===== src/rtl/uart_tx_fifo.sv =====
`default_nettype none
// ============================================================================
// Module   : uart_tx_fifo
// Purpose  : Buffered 8N1 UART transmitter. CPU byte writes are queued in a
//            DEPTH-entry FIFO and serialised LSB-first onto uartTxPin, with
//            queued bytes sent back-to-back (no idle gap between frames).
// Ports    : CLK        system clock, rising edge
//            RST        asynchronous active-low reset
//            WDATA[7:0] byte to enqueue
//            WE         enqueue strobe, one byte per cycle while high
//            CLR_OVF    clears the sticky OVERFLOW flag
//            FULL       FIFO holds DEPTH entries
//            EMPTY      FIFO holds 0 entries
//            COUNT      FIFO occupancy, $clog2(DEPTH)+1 bits
//            BUSY       serialiser is framing a byte (not IDLE)
//            OVERFLOW   sticky: a write was dropped because the FIFO was full
//            uartTxPin  serial line, idle high
// Params   : CLKS_PER_BIT (>= 2) clock cycles per serial bit
//            DEPTH (power of two, >= 2) FIFO entries
// Revision : 1.0 - initial release
// ============================================================================
module uart_tx_fifo #(
    parameter int CLKS_PER_BIT = 868,
    parameter int DEPTH        = 16
) (
    input  logic                     CLK,
    input  logic                     RST,
    input  logic [7:0]               WDATA,
    input  logic                     WE,
    input  logic                     CLR_OVF,
    output logic                     FULL,
    output logic                     EMPTY,
    output logic [$clog2(DEPTH):0]   COUNT,
    output logic                     BUSY,
    output logic                     OVERFLOW,
    output logic                     uartTxPin
);

    localparam int c_AW = $clog2(DEPTH);
    localparam int c_CW = c_AW + 1;
    localparam int c_BW = $clog2(CLKS_PER_BIT);

    localparam logic [c_BW-1:0] c_BAUD_LAST  = c_BW'(CLKS_PER_BIT - 1);
    localparam logic [c_CW-1:0] c_COUNT_FULL = c_CW'(DEPTH);

    localparam logic [1:0] c_IDLE  = 2'd0;
    localparam logic [1:0] c_START = 2'd1;
    localparam logic [1:0] c_DATA  = 2'd2;
    localparam logic [1:0] c_STOP  = 2'd3;

    // FIFO state
    logic [7:0]      mem_q [DEPTH];
    logic [c_AW-1:0] wr_ptr_q, wr_ptr_d;
    logic [c_AW-1:0] rd_ptr_q, rd_ptr_d;
    logic [c_CW-1:0] count_q,  count_d;
    logic            ovf_q,    ovf_d;

    // Serialiser state
    logic [1:0]      state_q,   state_d;
    logic [c_BW-1:0] baud_q,    baud_d;
    logic [2:0]      bit_idx_q, bit_idx_d;
    logic [7:0]      shift_q,   shift_d;
    logic            tx_q,      tx_d;

    logic w_full;
    logic w_empty;
    logic w_push;
    logic w_pop;
    logic w_baud_wrap;

    assign w_full      = (count_q == c_COUNT_FULL);
    assign w_empty     = (count_q == '0);
    // FULL is the only gate on writes: a pop in the same cycle does not
    // make room for the incoming byte.
    assign w_push      = WE && !w_full;
    assign w_baud_wrap = (baud_q == c_BAUD_LAST);

    // ------------------------------------------------------------------
    // Serialiser next-state. tx_d is the level the line will carry during
    // the next cycle, so every transition pre-loads the level of the bit
    // that is about to start.
    // ------------------------------------------------------------------
    always_comb begin
        state_d   = state_q;
        baud_d    = baud_q;
        bit_idx_d = bit_idx_q;
        shift_d   = shift_q;
        tx_d      = tx_q;
        w_pop     = 1'b0;

        case (state_q)
            c_IDLE: begin
                tx_d = 1'b1;
                if (!w_empty) begin
                    w_pop   = 1'b1;
                    shift_d = mem_q[rd_ptr_q];
                    baud_d  = '0;
                    state_d = c_START;
                    tx_d    = 1'b0;
                end
            end
            c_START: begin
                if (w_baud_wrap) begin
                    baud_d    = '0;
                    bit_idx_d = 3'd0;
                    state_d   = c_DATA;
                    tx_d      = shift_q[0];
                end else begin
                    baud_d = baud_q + c_BW'(1);
                end
            end
            c_DATA: begin
                if (w_baud_wrap) begin
                    baud_d = '0;
                    if (bit_idx_q == 3'd7) begin
                        state_d = c_STOP;
                        tx_d    = 1'b1;
                    end else begin
                        shift_d   = {1'b0, shift_q[7:1]};
                        tx_d      = shift_q[1];
                        bit_idx_d = bit_idx_q + 3'd1;
                    end
                end else begin
                    baud_d = baud_q + c_BW'(1);
                end
            end
            c_STOP: begin
                if (w_baud_wrap) begin
                    baud_d = '0;
                    if (!w_empty) begin
                        // Chain straight into the next frame's start bit.
                        w_pop   = 1'b1;
                        shift_d = mem_q[rd_ptr_q];
                        state_d = c_START;
                        tx_d    = 1'b0;
                    end else begin
                        state_d = c_IDLE;
                        tx_d    = 1'b1;
                    end
                end else begin
                    baud_d = baud_q + c_BW'(1);
                end
            end
            default: begin
                state_d = c_IDLE;
                tx_d    = 1'b1;
            end
        endcase
    end

    // ------------------------------------------------------------------
    // FIFO pointers, occupancy and sticky overflow
    // ------------------------------------------------------------------
    always_comb begin
        wr_ptr_d = w_push ? wr_ptr_q + c_AW'(1) : wr_ptr_q;
        rd_ptr_d = w_pop  ? rd_ptr_q + c_AW'(1) : rd_ptr_q;
        count_d  = count_q;
        case ({w_push, w_pop})
            2'b10:   count_d = count_q + c_CW'(1);
            2'b01:   count_d = count_q - c_CW'(1);
            default: count_d = count_q;
        endcase
        // A new drop takes priority over a clear in the same cycle.
        if (WE && w_full) begin
            ovf_d = 1'b1;
        end else if (CLR_OVF) begin
            ovf_d = 1'b0;
        end else begin
            ovf_d = ovf_q;
        end
    end

    always_ff @(posedge CLK or negedge RST) begin
        if (!RST) begin
            wr_ptr_q  <= '0;
            rd_ptr_q  <= '0;
            count_q   <= '0;
            ovf_q     <= 1'b0;
            state_q   <= c_IDLE;
            baud_q    <= '0;
            bit_idx_q <= 3'd0;
            shift_q   <= 8'h00;
            tx_q      <= 1'b1;
        end else begin
            wr_ptr_q  <= wr_ptr_d;
            rd_ptr_q  <= rd_ptr_d;
            count_q   <= count_d;
            ovf_q     <= ovf_d;
            state_q   <= state_d;
            baud_q    <= baud_d;
            bit_idx_q <= bit_idx_d;
            shift_q   <= shift_d;
            tx_q      <= tx_d;
        end
    end

    // Storage needs no reset: entries are only read after being written.
    always_ff @(posedge CLK) begin
        if (w_push) begin
            mem_q[wr_ptr_q] <= WDATA;
        end
    end

    assign FULL      = w_full;
    assign EMPTY     = w_empty;
    assign COUNT     = count_q;
    assign BUSY      = (state_q != c_IDLE);
    assign OVERFLOW  = ovf_q;
    assign uartTxPin = tx_q;

endmodule
`default_nettype wire


===== config.mk =====
export PLATFORM = sky130hd
export DESIGN_NAME = uart_tx_fifo
export DESIGN_NICKNAME = d
export VERILOG_FILES = /design/src/rtl/uart_tx_fifo.sv
export SDC_FILE = /design/constraint.sdc
export NUM_CORES = 1
export LEC_CHECK = 0
export CAP_MARGIN = 25
export CORE_ASPECT_RATIO = 0.7
export CORE_MARGIN = 5
export CORE_UTILIZATION = 45
export DETAILED_ROUTE_END_ITERATION = 8
export PLACE_DENSITY = 0.71
export SYNTH_ARGS = -nofsm -noshare
export SYNTH_HDL_FRONTEND = slang
export SYNTH_SLANG_ARGS = --single-unit

===== constraint.sdc =====
create_clock -name CLK -period 4 [get_ports CLK]
set_clock_uncertainty 0.1 [all_clocks]
set_input_delay 0.8 -clock CLK [delete_from_list [all_inputs] [get_ports CLK]]
set_output_delay 0.8 -clock CLK [all_outputs]
set_load 0.05 [all_outputs]

==> run metrics <==
fmax between 200 and 300 MHz; CP max stage cell clkdlybuf4s50_1; Pwr Density about 750 mW/mm^2; fillers 1231; DRT Wirelength 14.6 mm; Slew @ Worst Pin approximately 0.87 ns; IO Pins 22; setup slack after layout approximately 0.34 ns; syn_area_per_cell around 16 um^2; synth cell count leaders edfxtp_1, dfrtp_1, mux2i_1, nor2_1, o21ai_0; Setup violations, final 0; R2R setup slack approximately 0.47 ns; Detailed Routing Iterations Pass 1 5; R2R Path Start baud_q[0]; Die Width 160 um; final setup TNS 0 ns; core area about 0.015 mm^2; Reg2Reg Depth 11; Required @ worst endpoint between 3 and 4 ns; post-synth top area share a little over half; die area about 0.018 mm^2; critical path launch point type register; First DRT Iteration DRCs 389; Rel. slew slack between 40% and 50%; DRT antenna net count 0; Post-Syn Area between 0.007 and 0.008 mm^2; largest net degree at the start of global routing 39; Post-synth EDFFs roughly 130; Resize count post-CTS 0; Inserted Clock Buffers 17; Port Buf Inserts 21; TritonCTS Sinks 166; Post-DP HPWL around 9.9 mm; post-synthesis sequential area ratio between 60% and 70%; Final Instance Area about 0.008 mm^2; Synth area leader edfxtp_1; FP Rows 38; initial antenna violation count 0; count leader, synth edfxtp_1; latest clock arrival within the worst-skew pair roughly 0.43 ns; first-pass GRT wire length 23.1 mm; CP peak stage delay between 0.9 and 1 ns; via count ~4000; syn_nets about 490; minimum clock period 3.66 ns; Vias/cell about 5.8; Hold Buf Count CTS 0; gpl congestion 0.794; Async S/R FF share, synth 22.9%; Clock Path Buffers 2; max cap viols 0; period utilization between 90% and 100%; P&R area growth vs syn 14.9%; WL per Instance roughly 21 um; Post-Synthesis Cells between 400 and 500; H-tree depth 4; Non-Filler Instances 702; Synth Register Bits 166; clock-pin slew on the worst setup and hold paths approximately 0.070 ns; status complete, no violations; clock tree from TritonCTS done; CP Max Fanout 7; CP delay by family, top simple AND/OR/NAND/NOR gates; Multi-input gate area roughly 0.0022 mm^2; dpl cells 670; Critical Setup Path Class reg2out; Post-Place Setup Slack 0.573 ns; worst flop-to-flop path endpoint COUNT[4]; remaining global-route overflow 0; Netlist cell types 53; die height around 120 um; share of cells above drive strength 1 between 10% and 20%; Cell Area, Placed around 0.0076 mm^2; storage element area ~0.0048 mm^2; RSZ-0062 raised after global routing no; VDD IR max about 0.00031 V; number of diodes 0; Root Driver clkbuf_16; crit path buf inv count 1; Residual DRC 0; cell chain of the critical path nor4_1 -> nor2b_1 -> clkdlybuf4s50_1; top_reg_cell synth edfxtp_1; max-slew violations 0; Hold WC Path Type in2async; initial core utilization between 40 and 50%; gr usage total between 10% and 20%; Data arrival, critical path between 2 and 3 ns; YS warnings 0; vias in the first global route approximately 4000; final hold vios 0; fin nets about 520; Pleak around 0.003 uW; top area cells in the synthesized netlist edfxtp_1, dfrtp_1, mux4_2, mux2i_1, ha_1; Post-CTS Repair Setup Buffers 0; Crit. End Element output pin
-- per-stage QoR --
step,power [uW],hold WS (ns),util [%]
after detailed placement,4500,0.391,48.8
after global routing,6440,0.434,52.8
after global placement,4420,0.381,48.8
after CTS,6150,0.399,52.8
final,6120,0.382,52.8
after floorplan,3910,0.359,-
-- worst max-delay path by stage --
stage	start	slack, ns	cells past startpoint	end
final	COUNT[0]	0.34	3	EMPTY
after global routing	COUNT[0]	0.22	3	EMPTY
after CTS	COUNT[0]	0.33	3	EMPTY
after detailed placement	baud_q[0]	0.57	11	COUNT[4]
after global placement	baud_q[0]	0.67	11	COUNT[4]
after floorplan	COUNT[0]	0.43	11	COUNT[4]
-- worst reg2reg max path, stage by stage, from the launching register on --
cell	delay [ns]
dfrtp_1	0.42
ha_1	0.28
nor4b_2	0.39
a41oi_1	0.18
nor3_1	0.55
ha_1	0.43
ha_1	0.32
a21o_1	0.17
a21oi_1	0.18
xor2_1	0.18
nor2_1	0.07
xor2_1	0.15
-- cell usage in the layout (no fill, tap or decap), types with 2 or more instances in the layout --
master | synthesis | routed
a21o_1 | 3 | 3
inv_1 | 10 | 10
mux4_2 | 17 | 17
o21ai_0 | 26 | 26
a21oi_1 | 4 | 4
buf_4 | 1 | 13
mux2_2 | 11 | 11
o41ai_1 | 2 | 2
a221oi_1 | 14 | 14
mux2i_1 | 28 | 28
o31ai_1 | 4 | 4
nor3_1 | 8 | 8
clkinv_8 | 0 | 3
a22oi_1 | 7 | 7
clkbuf_16 | 0 | 17
clkdlybuf4s50_1 | 0 | 20
edfxtp_1 | 128 | 128
and2_1 | 4 | 4
nand2_1 | 22 | 22
mux4_1 | 2 | 2
nand2b_1 | 6 | 6
ha_1 | 17 | 17
inv_6 | 0 | 4
nand3_1 | 7 | 7
inv_8 | 0 | 4
nor2_1 | 27 | 27
clkinv_4 | 0 | 2
a22o_1 | 3 | 3
xnor2_1 | 8 | 8
dfrtp_1 | 37 | 36
nor2b_1 | 5 | 5
xor2_1 | 5 | 5
a31oi_1 | 9 | 9
-- power by group --
part | total [uW] | switching, uW | internal [uW] | leakage, uW
Combinational | 2050 | 1150 | 902 | 0.00101
Clock | 1650 | 749 | 899 | 0.000295
Sequential | 2410 | 264 | 2150 | 0.00163
-- logic make-up after synthesis --
kind of cell | Yosys count | share of synthesized area (%)
compound gates | 81 | 7.84
xor+xnor | 13 | 1.60
fa+ha+maj | 18 | 3.27
buf+inv | 34 | 2.06
flops | 166 | 67.4
mux | 58 | 11.8
simple gates | 89 | 6.10
-- per-layer routing --
metal,routed length [um],vias up,track usage [%]
met5,0,-,0
met4,157,0,4.53
met3,883,12,3.80
met2,6820,116,25.6
met1,6780,2091,24.3
li1,-,1850,-
-- cell type report --
class | instances | area share [%]
inverter | 11 | 0.505
clock buffer | 17 | 5.20
timing repair buffer | 34 | 3.70
multi-input combinational | 259 | 26.6
clock inverter | 15 | 2.25
sequential | 166 | 58.7
tap | 200 | 3.06
-- state kept, by name (all words and copies together), names as in the netlist --
name / flops
mem_q: 128
shift_q: 8
baud_q: 10
bit_idx_q: 3
wr_ptr_q: 4
uartTxPin: 1
OVERFLOW: 1
COUNT: 5
rd_ptr_q: 4
state_q: 2
Note: power is estimated with default switching activity, not from simulation.
